[src/rtl/detector_jogada.sv]
// Debounced one-hot button press detector feeding the game control unit.
// Define DETECTOR_DEBOUNCE_EN to enable the stability filter; otherwise presses are taken on sight.
module detector_jogada #(
  parameter int DEBOUNCE_CICLOS = 1000
) (
  input  logic       clock,
  input  logic       reset,
  input  logic [3:0] botoes,
  output logic       jogada,
  output logic [3:0] jogada_valor,
  output logic       jogada_invalida,
  output logic [3:0] db_estado
);

  typedef enum logic [3:0] {
    OCIOSO = 4'd0,
    FILTRA = 4'd1,
    PULSO  = 4'd2,
    SOLTA  = 4'd3
  } estado_t;

  localparam logic [15:0] LIMITE = 16'(DEBOUNCE_CICLOS - 1);

  estado_t     estado;
  estado_t     proximo;
  logic [3:0]  sinc;
  logic [3:0]  botoes_s;
  logic [3:0]  amostra;
  logic [3:0]  amostra_next;
  logic [15:0] contador;
  logic [15:0] contador_next;
  logic [15:0] contador_inc;
  logic        invalida_next;

  function automatic logic um_quente(input logic [3:0] v);
    return (v != 4'd0) && ((v & (v - 4'd1)) == 4'd0);
  endfunction

  // Saturating increment keeps the counter from ever wrapping.
  assign contador_inc = (contador == LIMITE) ? contador
                                             : contador + 16'd1;

  always_ff @(posedge clock or posedge reset) begin
    if (reset) begin
      sinc            <= 4'd0;
      botoes_s        <= 4'd0;
      estado          <= OCIOSO;
      amostra         <= 4'd0;
      contador        <= 16'd0;
      jogada_invalida <= 1'b0;
      jogada_valor    <= 4'd0;
    end else begin
      sinc            <= botoes;
      botoes_s        <= sinc;
      estado          <= proximo;
      amostra         <= amostra_next;
      contador        <= contador_next;
      jogada_invalida <= invalida_next;
      if (proximo == PULSO && estado != PULSO)
        jogada_valor <= amostra_next;
    end
  end

  always_comb begin
    proximo       = estado;
    amostra_next  = amostra;
    contador_next = contador;
    invalida_next = 1'b0;
    unique case (estado)
      OCIOSO: begin
        if (botoes_s != 4'd0) begin
          amostra_next  = botoes_s;
          contador_next = 16'd0;
`ifdef DETECTOR_DEBOUNCE_EN
          proximo = FILTRA;
`else
          if (um_quente(botoes_s)) begin
            proximo = PULSO;
          end else begin
            invalida_next = 1'b1;
            proximo       = SOLTA;
          end
`endif
        end
      end
      FILTRA: begin
`ifdef DETECTOR_DEBOUNCE_EN
        if (botoes_s != amostra) begin
          proximo = OCIOSO;
        end else if (contador == LIMITE) begin
          contador_next = 16'd0;
          if (um_quente(amostra)) begin
            proximo = PULSO;
          end else begin
            invalida_next = 1'b1;
            proximo       = SOLTA;
          end
        end else begin
          contador_next = contador_inc;
        end
`else
        proximo = OCIOSO;
`endif
      end
      PULSO: begin
        contador_next = 16'd0;
        proximo       = SOLTA;
      end
      SOLTA: begin
        if (botoes_s != 4'd0)
          contador_next = 16'd0;
        else
          contador_next = contador_inc;
`ifdef DETECTOR_DEBOUNCE_EN
        if (botoes_s == 4'd0 && contador == LIMITE)
          proximo = OCIOSO;
`else
        if (botoes_s == 4'd0)
          proximo = OCIOSO;
`endif
      end
      default: proximo = OCIOSO;
    endcase
  end

  assign jogada = (estado == PULSO);

  always_comb begin
    db_estado = 4'hF;
    if (estado == OCIOSO || estado == FILTRA ||
        estado == PULSO  || estado == SOLTA)
      db_estado = estado;
  end

endmodule

[config.mk]
export PLATFORM = sky130hd
export DESIGN_NAME = detector_jogada
export DESIGN_NICKNAME = d
export VERILOG_FILES = /design/src/rtl/detector_jogada.sv
export SDC_FILE = /design/constraint.sdc
export NUM_CORES = 1
export LEC_CHECK = 0
export ABC_CLOCK_PERIOD_IN_PS = 3700
export BUFFER_PORTS_ARGS = -buffer_cell sky130_fd_sc_hd__buf_2
export CORE_MARGIN = 3
export CORE_UTILIZATION = 53
export CTS_CLUSTER_DIAMETER = 120
export CTS_CLUSTER_SIZE = 28
export DETAILED_ROUTE_END_ITERATION = 8
export PLACE_DENSITY = 0.78
export SYNTH_ARGS = -nofsm -noshare
export SYNTH_HDL_FRONTEND = slang
export SYNTH_SLANG_ARGS = --single-unit
[constraint.sdc]
create_clock -name clock -period 3.7 [get_ports clock]
set_input_delay 0.185 -clock clock [delete_from_list [all_inputs] [get_ports clock]]
set_output_delay 0.185 -clock clock [all_outputs]
set_load 0.05 [all_outputs]
; After elaboration in Yosys (flattened, before gate mapping)
; Index checks and enable logic that the tools add are counted.
[totals]
regBits = 21
inputBits = 6
wordCells = 32
[op_classes]
n_addsub = 1
n_eq_ne = 5
mux = 10
bitwise = 1
n_reduce_logical = 9
[ops]
columns = cell, count
row1 = 4-bit two-way mux, 5
row2 = 4-bit by 2-bit equality test with 1-bit output (second input constant), 3
row3 = 4-bit logical NOT, 3
row4 = 4-bit one-hot mux with 3 select lines, 1
row5 = 4-bit bitwise AND, 1
row6 = 4-bit by 1-bit equality test with 1-bit output (second input constant), 1
row7 = 1-bit two-way mux, 4
row8 = 4-bit by 2-bit != test with 1-bit output (second input constant), 1
row9 = 4-bit nonzero test, 1
row10 = 4-bit by 1-bit subtractor with 4-bit output (second input constant), 1
row11 = 1-bit logical OR, 3
row12 = 1-bit logical AND, 2

; Longest topological paths before layout
; Gate-level depths: netlist of the first run.
[depth]
word_depth = 9
depth_mapped = 5

; Least setup slack after synthesis of the first run
; No wires, ideal clock.
[synth_timing]
path_kind = reg-to-output
startpoint = register estado[0]
endpoint = output jogada
arrival_ns = 1.750
required_ns = 3.515
setup_slack_ns = 1.765
stages_incl_launch_ff = 3
path_cell_list = dfrtp_1 -> or3_1 -> nor2_1
[synth_between]
elab_chain_len = 1
[synth_rtl]
columns = item, line_no
row1 = start: declaration, 24  ; estado_t estado;
row2 = start signal: assignment, 55  ; estado <= proximo;
row3 = 4-bit by 2-bit equality test with 1-bit output, n/a
row4 = end: declaration, 9  ; output logic jogada,
; Every way passes these cells.

; Worst setup path after layout of the first run
; Ends and elaborated chain as after synthesis.

==> results of run 1 <==
[power by group through the flow]
stage                     Combinational [mW]  Clock, mW  Sequential, mW
after floorplan                       0.0397          0           0.241
after global placement                0.0807          0           0.218
after detailed placement              0.0814          0           0.219
after CTS                             0.0841     0.0973           0.215
after global routing                  0.0914      0.105           0.218
final                                 0.0852     0.0957           0.215
[final cells by class]
class / count / share of cell area
Tap cell: 14 / 0.0202
Clock inverter: 1 / 0.00576
Clock buffer: 3 / 0.0259
Inverter: 3 / 0.0130
Timing Repair Buffer: 20 / 0.144
Sequential cell: 17 / 0.490
Multi-Input combinational cell: 47 / 0.301
[logic make-up after synthesis]
| family | share of synthesized area |
|---|---|
| flip-flops | 0.600 |
| AND/OR/NAND/NOR | 0.201 |
| buffers and inverters | 0.0370 |
| AO/OA/AOI/OAI | 0.157 |
| other | 0.00529 |
[what timing repair did]
action                                 4_1_cts  5_1_grt
endpoints found under the hold margin       19        2
hold buffers                                 3        2
setup endpoints to repair                    0        0
[flip-flops by register name (all words and copies together) (netlist names)]
signal,cells
jogada_valor,4
sinc,4
botoes_s,4
estado,4
jogada_invalida,1
[critical path, cell delays in order (launching register included)]
cell and delay [ps]:
sky130_fd_sc_hd__dfrtp_1 460, sky130_fd_sc_hd__or3_1 380, sky130_fd_sc_hd__nor2_1 80, sky130_fd_sc_hd__buf_2 260
[worst min-delay path by stage]
| stage | to | slack (ps) | depth (start not counted) |
|---|---|---|---|
| 2_1_floorplan | botoes_s[0]$_DFF_PP0_ | 110 | 1 |
| 3_3_place_gp | botoes_s[3]$_DFF_PP0_ | 290 | 2 |
| 3_5_place_dp | botoes_s[3]$_DFF_PP0_ | 290 | 2 |
| 4_1_cts | sinc[0]$_DFF_PP0_ | 3 | 1 |
| 5_1_grt | botoes_s[1]$_DFF_PP0_ | 360 | 0 |
| 6_report | botoes_s[2]$_DFF_PP0_ | 360 | 0 |
[metal layers]
layer	share of wire	routed length (um)	global-route usage	vias up
met5	0	0	0	-
met1	0.49	599	0.209	255
met4	0.0065	8	0.0373	0
li1	-	-	-	282
met2	0.44	543	0.216	18
met3	0.059	72	0.0386	2
[synthesized netlist by cell type (all sizes together)]
library cell | n | share of area
nor4 | 1 | 0.018
nand2 | 3 | 0.016
dfrtp | 17 | 0.60
nand4 | 1 | 0.0088
or3 | 3 | 0.026
a211oi | 1 | 0.011
o211ai | 1 | 0.011
nand3 | 2 | 0.014
nor2 | 11 | 0.062
conb | 1 | 0.0053
clkbuf | 4 | 0.021
or4 | 1 | 0.016
o21ai | 5 | 0.035
inv | 3 | 0.016
a32o | 3 | 0.042
a21oi | 7 | 0.049
or2 | 3 | 0.026
o22ai | 1 | 0.0088
nor3 | 2 | 0.014
==> impl.org, run 1 <==
** Status
- The run finished with clean final reports.

** Floorplan
- Core Footprint :: 1190 sq um
- The floorplan step set the die width to 42.6 um.
- I/O pin total :: 16
- Die ar. :: 1810 sq um
- The initial utilization of the core area, before any placement, comes to 0.598.
- Std-Cell Rows :: 12
- In this run the vertical extent of the chip is 42.6 um.

** Timing
- Setup total negative slack :: 0 ps
- RSZ-0062 raised after global routing :: no
- The final count of hold timing violations came to 0.
- Timing would allow up to 608 MHz.
- At the pin with the least slew margin, the transition time is 615 ps.
- Fin worst setup slack :: 2050 ps
- Setup violations remaining at the end of the flow were counted as 0.
- Final Slew Violations :: 0
- Hold Worst Slack :: 358 ps
- Headroom to the max-slew limit :: 0.589
- Clock skew on the completed layout was measured at 3.31 ps.
- Period utilisation layout :: 0.445
- Clock period minus final worst setup slack :: 1650 ps

** Global routing
- Entering global routing, the biggest net connects 18 pins.
- Global-route wire length before repair :: 2010 um
- Total congestion overflow :: 0
- The via count of the first global-routing pass is 464.
- The initial antenna violation count is 0.
- Global-route usage over all layers :: 0.145

** Min path
- Source of the worst hold timing path :: sinc[2]$_DFF_PP0_
- The tightest min-delay check is of the flip-flop to flip-flop type.

** Critical path
- Largest fanout of any net on the critical path :: 7
- STA puts the critical path data arrival time at 1460 ps.
- Worst r2r dst :: jogada_valor[0]$_DFFE_PP0P_
- End point of the critical path :: jogada
- STA classifies the critical path endpoint as an output port.
- Across all register-to-register paths, the minimum setup slack is 2090 ps.
- At the worst endpoint, the required time is 3510 ps.
- Start-to-end type of the worst setup path :: flip-flop to output port
- Worst r2r src :: estado[1]$_DFF_PP0_
- Startpoint kind of the worst setup timing path :: flip-flop
- Register-to-Register Path Depth :: 4
- Tracing the worst setup path back leads to its startpoint at estado[0]$_DFF_PP0_.

** Yosys
- Number of warnings printed during yosys synthesis :: 0
- Mapped Area :: 709 sq um
- The share of the Yosys chip area taken by registers is 0.600.
- In the synthesized netlist, the number of instances is 70.
- Synth cell types :: 22
- After synthesis, the mean cell area works out to 10.1 sq um.
- Synthesized flop and latch total :: 17

** Drt
- Total number of vias :: 557
- First-pass iteration count of the detailed router :: 4
- After detailed routing, the number of remaining DRC violations is 0.
- For this block, the routed nets add up to 1220 um of wire.
- Dividing the detail-routed wire length by the instance count gives 11.6 um.
- Vias per cell :: 5.30
- Number of routed nets with antenna violations :: 0
- DRC marker count from the first detailed-route iteration :: 8

** Layout
- Final Core Density :: 0.732
- Number of inserted filler cells in the final layout :: 85
- Proportion of layout cells with a drive suffix above 1 :: 0.264
- Summing all multi-input logic gate instances after layout gives 262 sq um.
- Number of standard cells in the layout, taps in and fillers out :: 105
- Fin nets :: 98
- Registers take 425 sq um.
- The library cell used most frequently in the layout, excluding fill and tap cells, is sky130_fd_sc_hd__dfrtp_1.
- The top cell types in the final layout, fill and taps aside, are sky130_fd_sc_hd__dfrtp_1 (17), sky130_fd_sc_hd__buf_2 (15), sky130_fd_sc_hd__nor2_1 (10).
- Post-route standard cell area excluding fillers :: 868 sq um
- 0 antenna diodes ended up in the layout.
- P&R area growth vs syn :: 22.4%

** CTS
- CTS clock-pin slew for the worst setup and hold paths :: 90 ps
- CTS H-tree depth :: 1
- Number of buffers created by CTS :: 3
- TritonCTS built the clock tree.
- Worst skew pair latency :: 280 ps
- TritonCTS sink count :: 17
- Longest Clk Path Bufs :: 2
- Root buf cell :: sky130_fd_sc_hd__clkbuf_4
- Cts repair resizes :: 0
- After clock tree synthesis, the setup repair step added 0 buffers.

** Power
- The analysis attributes to cell leakage a power of 0.395 nW.
- Sequential power share :: 0.544
- Internal power :: 0.267 mW
- Of the total power, the clock network draws 0.241.
- Switching portion of total power :: 0.327
- Total Power :: 0.396 mW
- Dividing total power by cell area gives a power density of 456 nW/um^2.
- In this run the power spent charging and discharging nets is 0.130 mW.
- Logic gate share of total power :: 0.215
- IR analysis of the VDD net gives a maximum drop of 0.333 mV.

** Placement
- Post-place instance area :: 791 sq um
- Once detailed placement completed, the half-perimeter wirelength came to 851 um.
- Number of port buffers :: 15
- RePlAce Congestion :: 0.731
- Placed insts :: 96
- Timing analysis after detailed placement gives a worst setup slack of 2110 ps.

** Run
- Max cap viols :: 0
(Power assumes the default switching activity.)
==> inputs of run 2 (changes only) <==
ABC_CLOCK_PERIOD_IN_PS = 1500   (was 3700)
CORE_UTILIZATION = 44   (was 53)
PLACE_DENSITY = 0.7   (was 0.78)
clock period = 1.5 ns   (was 3.7 ns; I/O delays follow)
==> impl.org, run 2 (synthesized netlist as in run 1, its figures left out) <==
** Critical path
- The cell count of the worst reg-to-reg path was 4 (unchanged).
- The critical path data required time was 1420 ps (-2090 ps).
- Largest fanout of any net on the critical path :: 5 (-2)
- Worst r2r dst :: jogada_valor[0]$_DFFE_PP0P_
- Total buffers and inverters traversed by the critical path :: 2 (+1)
- Start-to-end type of the worst setup path :: flip-flop to output port
- The worst reg-to-reg setup slack came to -30 ps (-2120 ps).
- The critical path data arrival time is 1470 ps (about the same).
- STA classifies the critical path startpoint as a flip-flop.
- STA classifies the critical path endpoint as an output port.
- Dominant delay contributor by cell family on the critical path :: simple AND/OR/NAND/NOR gates
- Critical path's slowest cell :: sky130_fd_sc_hd__dfrtp_1
- The maximum cell stage delay along the critical path came to 390 ps (-70 ps).
- The startpoint identified for the worst register-to-register timing path is estado[2]$_DFF_PP0_.
- The critical path goes through buf_4 > or3_4 > nor2_4 > buf_6.

** Global routing
- The largest net degree at the start of global routing is 18 (unchanged).
- The global-route usage over all layers was 0.153 (+0.00768).
- The initial antenna violation count came to 0 (unchanged).
- M2 GR Usage :: 0.250 (+0.0342)
- The wire length of the first global-routing pass came to 2260 um (+12%).
- Most Used Layer, Global Route :: met2
- The via count of the first global-routing pass is 581 (+25%).
- The global route total overflow is 0 (unchanged).
- The met3 capacity usage during global routing was 0.0234 (-0.0152).
- The met1 usage is 0.183 (-0.0264).

** Placement
- The estimated wirelength of the detail-placed design was 976 um (+15%).
- Number of port buffers :: 15 (unchanged)
- The weighted congestion reported at the end of routability-driven placement was 0.794 (+8.7%).

** CTS
- The H-tree depth was 1 (unchanged).
- Longest Clk Path Bufs :: 2 (unchanged)
- CTS clock-pin slew for the worst setup and hold paths :: 100 ps (about the same)
- The TritonCTS buffer count is 3 (unchanged).
- The worst-skew pair later-pin latency is 290 ps (about the same).
- CTS tree :: done
- The number of clock sinks is 17 (unchanged).
- Root buf cell :: sky130_fd_sc_hd__clkbuf_4

** Status
- The checks that failed: setup timing.
- The run finished, with violations left.

** Layout
- The number of nets at the end of the flow was 106 (+8.2%).
- The library cells used most frequently in the layout, excluding fill and tap cells, are sky130_fd_sc_hd__dfrtp_1 (17), sky130_fd_sc_hd__buf_2 (12), sky130_fd_sc_hd__buf_4 (9).
- The count of filler cells inserted in the layout was 110 (+29%).
- Leaving out fill and tap cells, the most frequent cell in the layout is sky130_fd_sc_hd__dfrtp_1.
- Area used by multi-input combinational logic :: 295 sq um (+13%)
- The share of post-route cells with drive strength above 1 came to 0.374 (+0.110).
- The antenna cell count came to 0 (unchanged).
- P&R area growth vs syn :: 37.9%
- Sequential cell area :: 425 sq um (unchanged)

** Timing
- Headroom to the max-slew limit :: 0.599 (+0.00958)
- The count of pins over their slew limit is 0 (unchanged).
- Setup repair after global routing could not meet its margin everywhere.
- The final count of hold timing violations came to 0 (unchanged).
- The least setup slack across all paths after layout came to -46.0 ps (-2100 ps).
- The routed design could run at a clock period as short as 1550 ps.
- Setup Viol. Count Final :: 4 (+4)
- Period utilisation layout :: 1.03
- Max Freq :: 647 MHz
- The slew of the pin with the lowest slew margin was 601 ps (-14.3 ps).
- Post-Route Skew :: 5.25 ps (+1.94 ps)
- The total negative slack for setup checks came to -118 ps (-118 ps).

** Power
- The maximum ir drop on the vdd rail is 0.674 mV (+100%).
- The leakage power came to 0.442 nW (+12%).
- The final total power came to 1.02 mW (+160%).
- Power Dens Cells :: 1040 nW/um^2 (+130%)

** Floorplan
- The number of I/O pins was 16 (unchanged).
- Initial standard-cell utilization of the core :: 0.507 (-0.0909)
- Std-Cell Rows :: 13 (+1)
- The horizontal die dimension is 46.2 um (+8.4%).
- Core Footprint :: 1400 sq um (+18%)
- Vertical die dimension :: 46.2 um (+8.4%)
- Die ar. :: 2130 sq um (+17%)

** Min path
- Hold-critical path depth :: 0 (unchanged)
- Source of the worst hold timing path :: sinc[3]$_DFF_PP0_
- Worst min path class :: flip-flop to flip-flop
- The path with the worst hold slack has its endpoint at botoes_s[3]$_DFF_PP0_.

** Drt
- The final routed DRC violation total is 0 (unchanged).
- Final routed wirelength across all metal layers :: 1420 um (+16%)
- The via count came to 611 (+9.7%).
- Wire per inst :: 12.4 um (+6.9%)
- Vias per cell :: 5.36 (+1.0%)
- The residual antenna-violating net count after detailed routing is 0 (unchanged).
- The number of iterations in the first detailed-routing pass came to 4 (unchanged).
- DRC marker count from the first detailed-route iteration :: 4 (-4)

** Run
- The reported max-cap violation count is 0 (unchanged).
-- run 2: worst register-to-register path: stages (launching register included) --
cell                      delay (ps)
sky130_fd_sc_hd__dfrtp_1         400
sky130_fd_sc_hd__or4_4           600
sky130_fd_sc_hd__nor2_4          120
sky130_fd_sc_hd__nand4_1         100
sky130_fd_sc_hd__a32o_1          210
-- run 2: final cells by class --
type / count / area share
clock buffer: 3 / 0.0230
tap: 15 / 0.0192
inverter: 3 / 0.0115
clock inverter: 1 / 0.00512
multi-input combinational: 47 / 0.302
sequential: 17 / 0.435
timing repair buffer: 28 / 0.205
-- run 2: routing by layer --
| layer | vias up | part of all wire | wire length, um |
|---|---|---|---|
| met3 | 7 | 0.048 | 68 |
| li1 | 301 | - | - |
| met2 | 18 | 0.44 | 631 |
| met4 | 0 | 0.033 | 47 |
| met5 | - | 0 | 0 |
| met1 | 285 | 0.47 | 671 |
-- run 2: per-stage QoR --
stage	util	instance area, sq um	std cells	hold WS, ps	setup slack, ps
floorplan	-	721	71	1.07	2.61
global route	0.699	978	114	364	-92.3
CTS	0.689	963	114	358	-42.9
detailed placement	0.614	860	105	177	-41.2
global placement	0.614	860	105	176	25.7
finish	0.699	978	114	358	-46.0
-- run 2: worst max path at each step --
stage | start | end | cells after the start
2_1_floorplan | estado[1]$_DFF_PP0_ | jogada_valor[0]$_DFFE_PP0P_ | 4
3_3_place_gp | estado[2]$_DFF_PP0_ | jogada_valor[0]$_DFFE_PP0P_ | 4
3_5_place_dp | estado[2]$_DFF_PP0_ | jogada_valor[0]$_DFFE_PP0P_ | 4
4_1_cts | estado[3]$_DFF_PP0_ | jogada | 4
5_1_grt | estado[3]$_DFF_PP0_ | jogada | 4
6_report | estado[3]$_DFF_PP0_ | jogada | 4
-- run 2: repair_timing --
| item | CTS | global route |
|---|---|---|
| resized for setup | 7 | 6 |
| hold endpoints to repair | 21 | 0 |
| hold buffers | 5 | 0 |
| cloned | 0 | 0 |
| endpoints found under the setup margin | 4 | 7 |
| pin swaps | 2 | 1 |
| setup buffers | 0 | 0 |
-- run 2: power by group --
part           total, mW  internal (mW)  switching [mW]
logic              0.254         0.0846           0.170
registers          0.519          0.494          0.0248
clock network      0.245         0.0994           0.145
total               1.02          0.678           0.340
==> inputs of run 3 (changes only) <==
--- a/config.mk
+++ b/config.mk
@@ -14,2 +14,3 @@
 export DETAILED_ROUTE_END_ITERATION = 8
+export MAX_ROUTING_LAYER = met4
 export PLACE_DENSITY = 0.7
--- a/constraint.sdc
+++ b/constraint.sdc
@@ -3,2 +3,2 @@
 set_output_delay 0.075 -clock clock [all_outputs]
-set_load 0.05 [all_outputs]
+set_load 0.02 [all_outputs]
==> impl.org, run 3 (synthesized netlist as in run 1, its figures left out) <==
** CTS
- Worst skew pair latency :: 290 ps (about the same)
- The number of clock sinks is 17 (unchanged).
- The TritonCTS buffer count is 3 (unchanged).
- Root buf cell :: sky130_fd_sc_hd__clkbuf_4
- Longest Clk Path Bufs :: 2 (unchanged)
- CTS clock-pin slew for the worst setup and hold paths :: 100 ps (about the same)
- CTS tree :: done
- The H-tree depth was 1 (unchanged).

** Drt
- The count of routing violations after the opening detailed-route iteration was 13 (+9).
- Number of routed nets with antenna violations :: 0 (unchanged)
- Final routed wirelength across all metal layers :: 1710 um (+20%)
- The final routed DRC violation total was 0 (unchanged).
- Total number of vias :: 646 (+5.7%)
- First-pass iteration count of the detailed router :: 4 (unchanged)
- Vias per cell :: 5.43 (+1.3%)
- Wire per inst :: 14.3 um (+15%)

** Global routing
- Number of antenna violations at the first check in global routing :: 0 (unchanged)
- The global-route usage over all layers is 0.191 (+0.0378).
- Total congestion overflow :: 0 (unchanged)
- The wire length of the first global-routing pass came to 2730 um (+20%).
- The via count of the first global-routing pass is 635 (+9.3%).
- The largest net degree at the start of global routing is 18 (unchanged).

** Status
- Violations in the final reports :: setup timing
- Run status :: finished with violations

** Critical path
- Largest fanout of any net on the critical path :: 4 (-1)
- The critical path data required time was 1690 ps (+270 ps).
- The critical path in this run is classified as flip-flop to flip-flop.
- STA classifies the critical path startpoint as a flip-flop.
- Arrival time worst endpoint :: 1740 ps (+270 ps)
- Nature of the critical path endpoint :: flip-flop

** Floorplan
- Die ar. :: 2130 sq um (unchanged)
- Core Footprint :: 1400 sq um (unchanged)
- The site row count is 13 (unchanged).
- The initial core utilization came to 0.507 (unchanged).
- The number of I/O pins was 16 (unchanged).
- The horizontal die dimension was 46.2 um (unchanged).
- Vertical die dimension :: 46.2 um (unchanged)

** Timing
- The clock skew was 0.746 ps (-4.50 ps).
- Max Freq :: 646 MHz (-0.11%)
- The least setup slack across all paths after layout came to -47.8 ps (-1.71 ps).
- Transition time at the pin with the least slew margin :: 630 ps (+29.6 ps)
- The relative slew slack came to 0.579 (-0.0197).
- The final worst hold slack is 357 ps (-1.02 ps).
- The post-layout minimum cycle time was 1550 ps (+1.71 ps).
- Final Slew Violations :: 0 (unchanged)
- Setup Viol. Count Final :: 4 (unchanged)
- Period utilisation layout :: 1.03 (+0.00114)
- Setup repair after global routing could not meet its margin everywhere.
- Final hold violation count :: 0 (unchanged)
- Setup total negative slack :: -92.1 ps (+25.9 ps)

** Layout
- The library cell used most frequently in the layout, excluding fill and tap cells, is sky130_fd_sc_hd__dfrtp_1.
- The count of filler cells inserted in the layout is 100 (-9.1%).
- Compared with the post-synthesis result, the final layout area differs by 43.2%.
- The final instance count without filler cells was 119 (+4.4%).
- Proportion of layout cells with a drive suffix above 1 :: 0.394 (+0.0205)
- Ant. Diodes :: 0 (unchanged)
- The number of nets at the end of the flow was 111 (+4.7%).
- The post-route cell area is 1020 sq um (+3.8%).
- Commonest cells after routing, fill and taps aside :: sky130_fd_sc_hd__dfrtp_1 (17), sky130_fd_sc_hd__buf_2 (13), sky130_fd_sc_hd__buf_4 (11)

** Power
- The leakage power is 0.466 nW (+5.4%).
- The maximum ir drop on the vdd rail came to 0.609 mV (-9.6%).
- The power density over cell area was 962 nW/um^2 (-7.6%).

** Placement
- The worst setup slack before clock tree synthesis is -23.0 ps (+18.2 ps).
- The weighted congestion reported at the end of routability-driven placement was 0.793 (-0.16%).
- The estimated wirelength of the detail-placed design is 1030 um (+5.4%).
- The post-place instance area was 852 sq um (-0.87%).
- The count of input and output buffers is 15 (unchanged).
- The instance count after placement with tap cells included was 105 (unchanged).

** Run
- Max cap viols :: 0 (unchanged)

** Min path
- Worst min path class :: flip-flop to flip-flop
[run 3: area by class of cell]
class / instances / area (sq um) / area share
multi-input combinational: 47 / 288 / 0.283
clock inverter: 1 / 7.51 / 0.00739
tap: 15 / 18.8 / 0.0185
sequential: 17 / 425 / 0.419
inverter: 3 / 11.3 / 0.0111
timing repair buffer: 33 / 243 / 0.239
clock buffer: 3 / 22.5 / 0.0222
[run 3: power by group]
group	leakage, nW	switching, mW	internal [mW]	total, mW
Combinational	0.247	0.111	0.0953	0.206
Clock	0.0139	0.151	0.102	0.252
Sequential	0.205	0.0245	0.494	0.519
Total	0.466	0.286	0.691	0.977
[run 3: metrics by stage]
step	util	power, mW
after global routing	0.726	1.03
after global placement	0.609	0.692
after detailed placement	0.609	0.697
after CTS	0.700	0.977
after floorplan	-	0.632
final	0.726	0.977
[run 3: timing repair]
item                                    CTS  global route
pin swaps                                 2             1
buffers inserted                          3             2
resized for setup                         7             6
hold buffers                              5             0
endpoints found under the setup margin    3             6
hold endpoints to repair                 21             0
[run 3: routing by layer]
metal / track usage / wire (um)
met2: 0.327 / 957
met3: 0.0586 / 63
met5: - / 0
met1: 0.212 / 668
met4: 0.0511 / 15
[run 3: path summary, 6_finish.rpt]
kind	start	slack, ps	cells after the start	to
setup / recovery	estado[2]$_DFF_PP0_	-50	4	jogada_valor[2]$_DFFE_PP0P_
hold / removal	sinc[1]$_DFF_PP0_	360	0	botoes_s[1]$_DFF_PP0_
setup reg to reg	estado[2]$_DFF_PP0_	-50	4	jogada_valor[2]$_DFFE_PP0P_
hold reg to reg	sinc[1]$_DFF_PP0_	360	0	botoes_s[1]$_DFF_PP0_
max in group asynchronous	reset	710	3	estado[3]$_DFF_PP0_
min in group asynchronous	reset	390	3	botoes_s[1]$_DFF_PP0_
[run 3: worst max-delay path: stages (launching register included)]
cell and delay (ps):
sky130_fd_sc_hd__dfrtp_1 410, sky130_fd_sc_hd__or4_4 580, sky130_fd_sc_hd__a21oi_2 130, sky130_fd_sc_hd__o211ai_1 110, sky130_fd_sc_hd__a32o_1 220
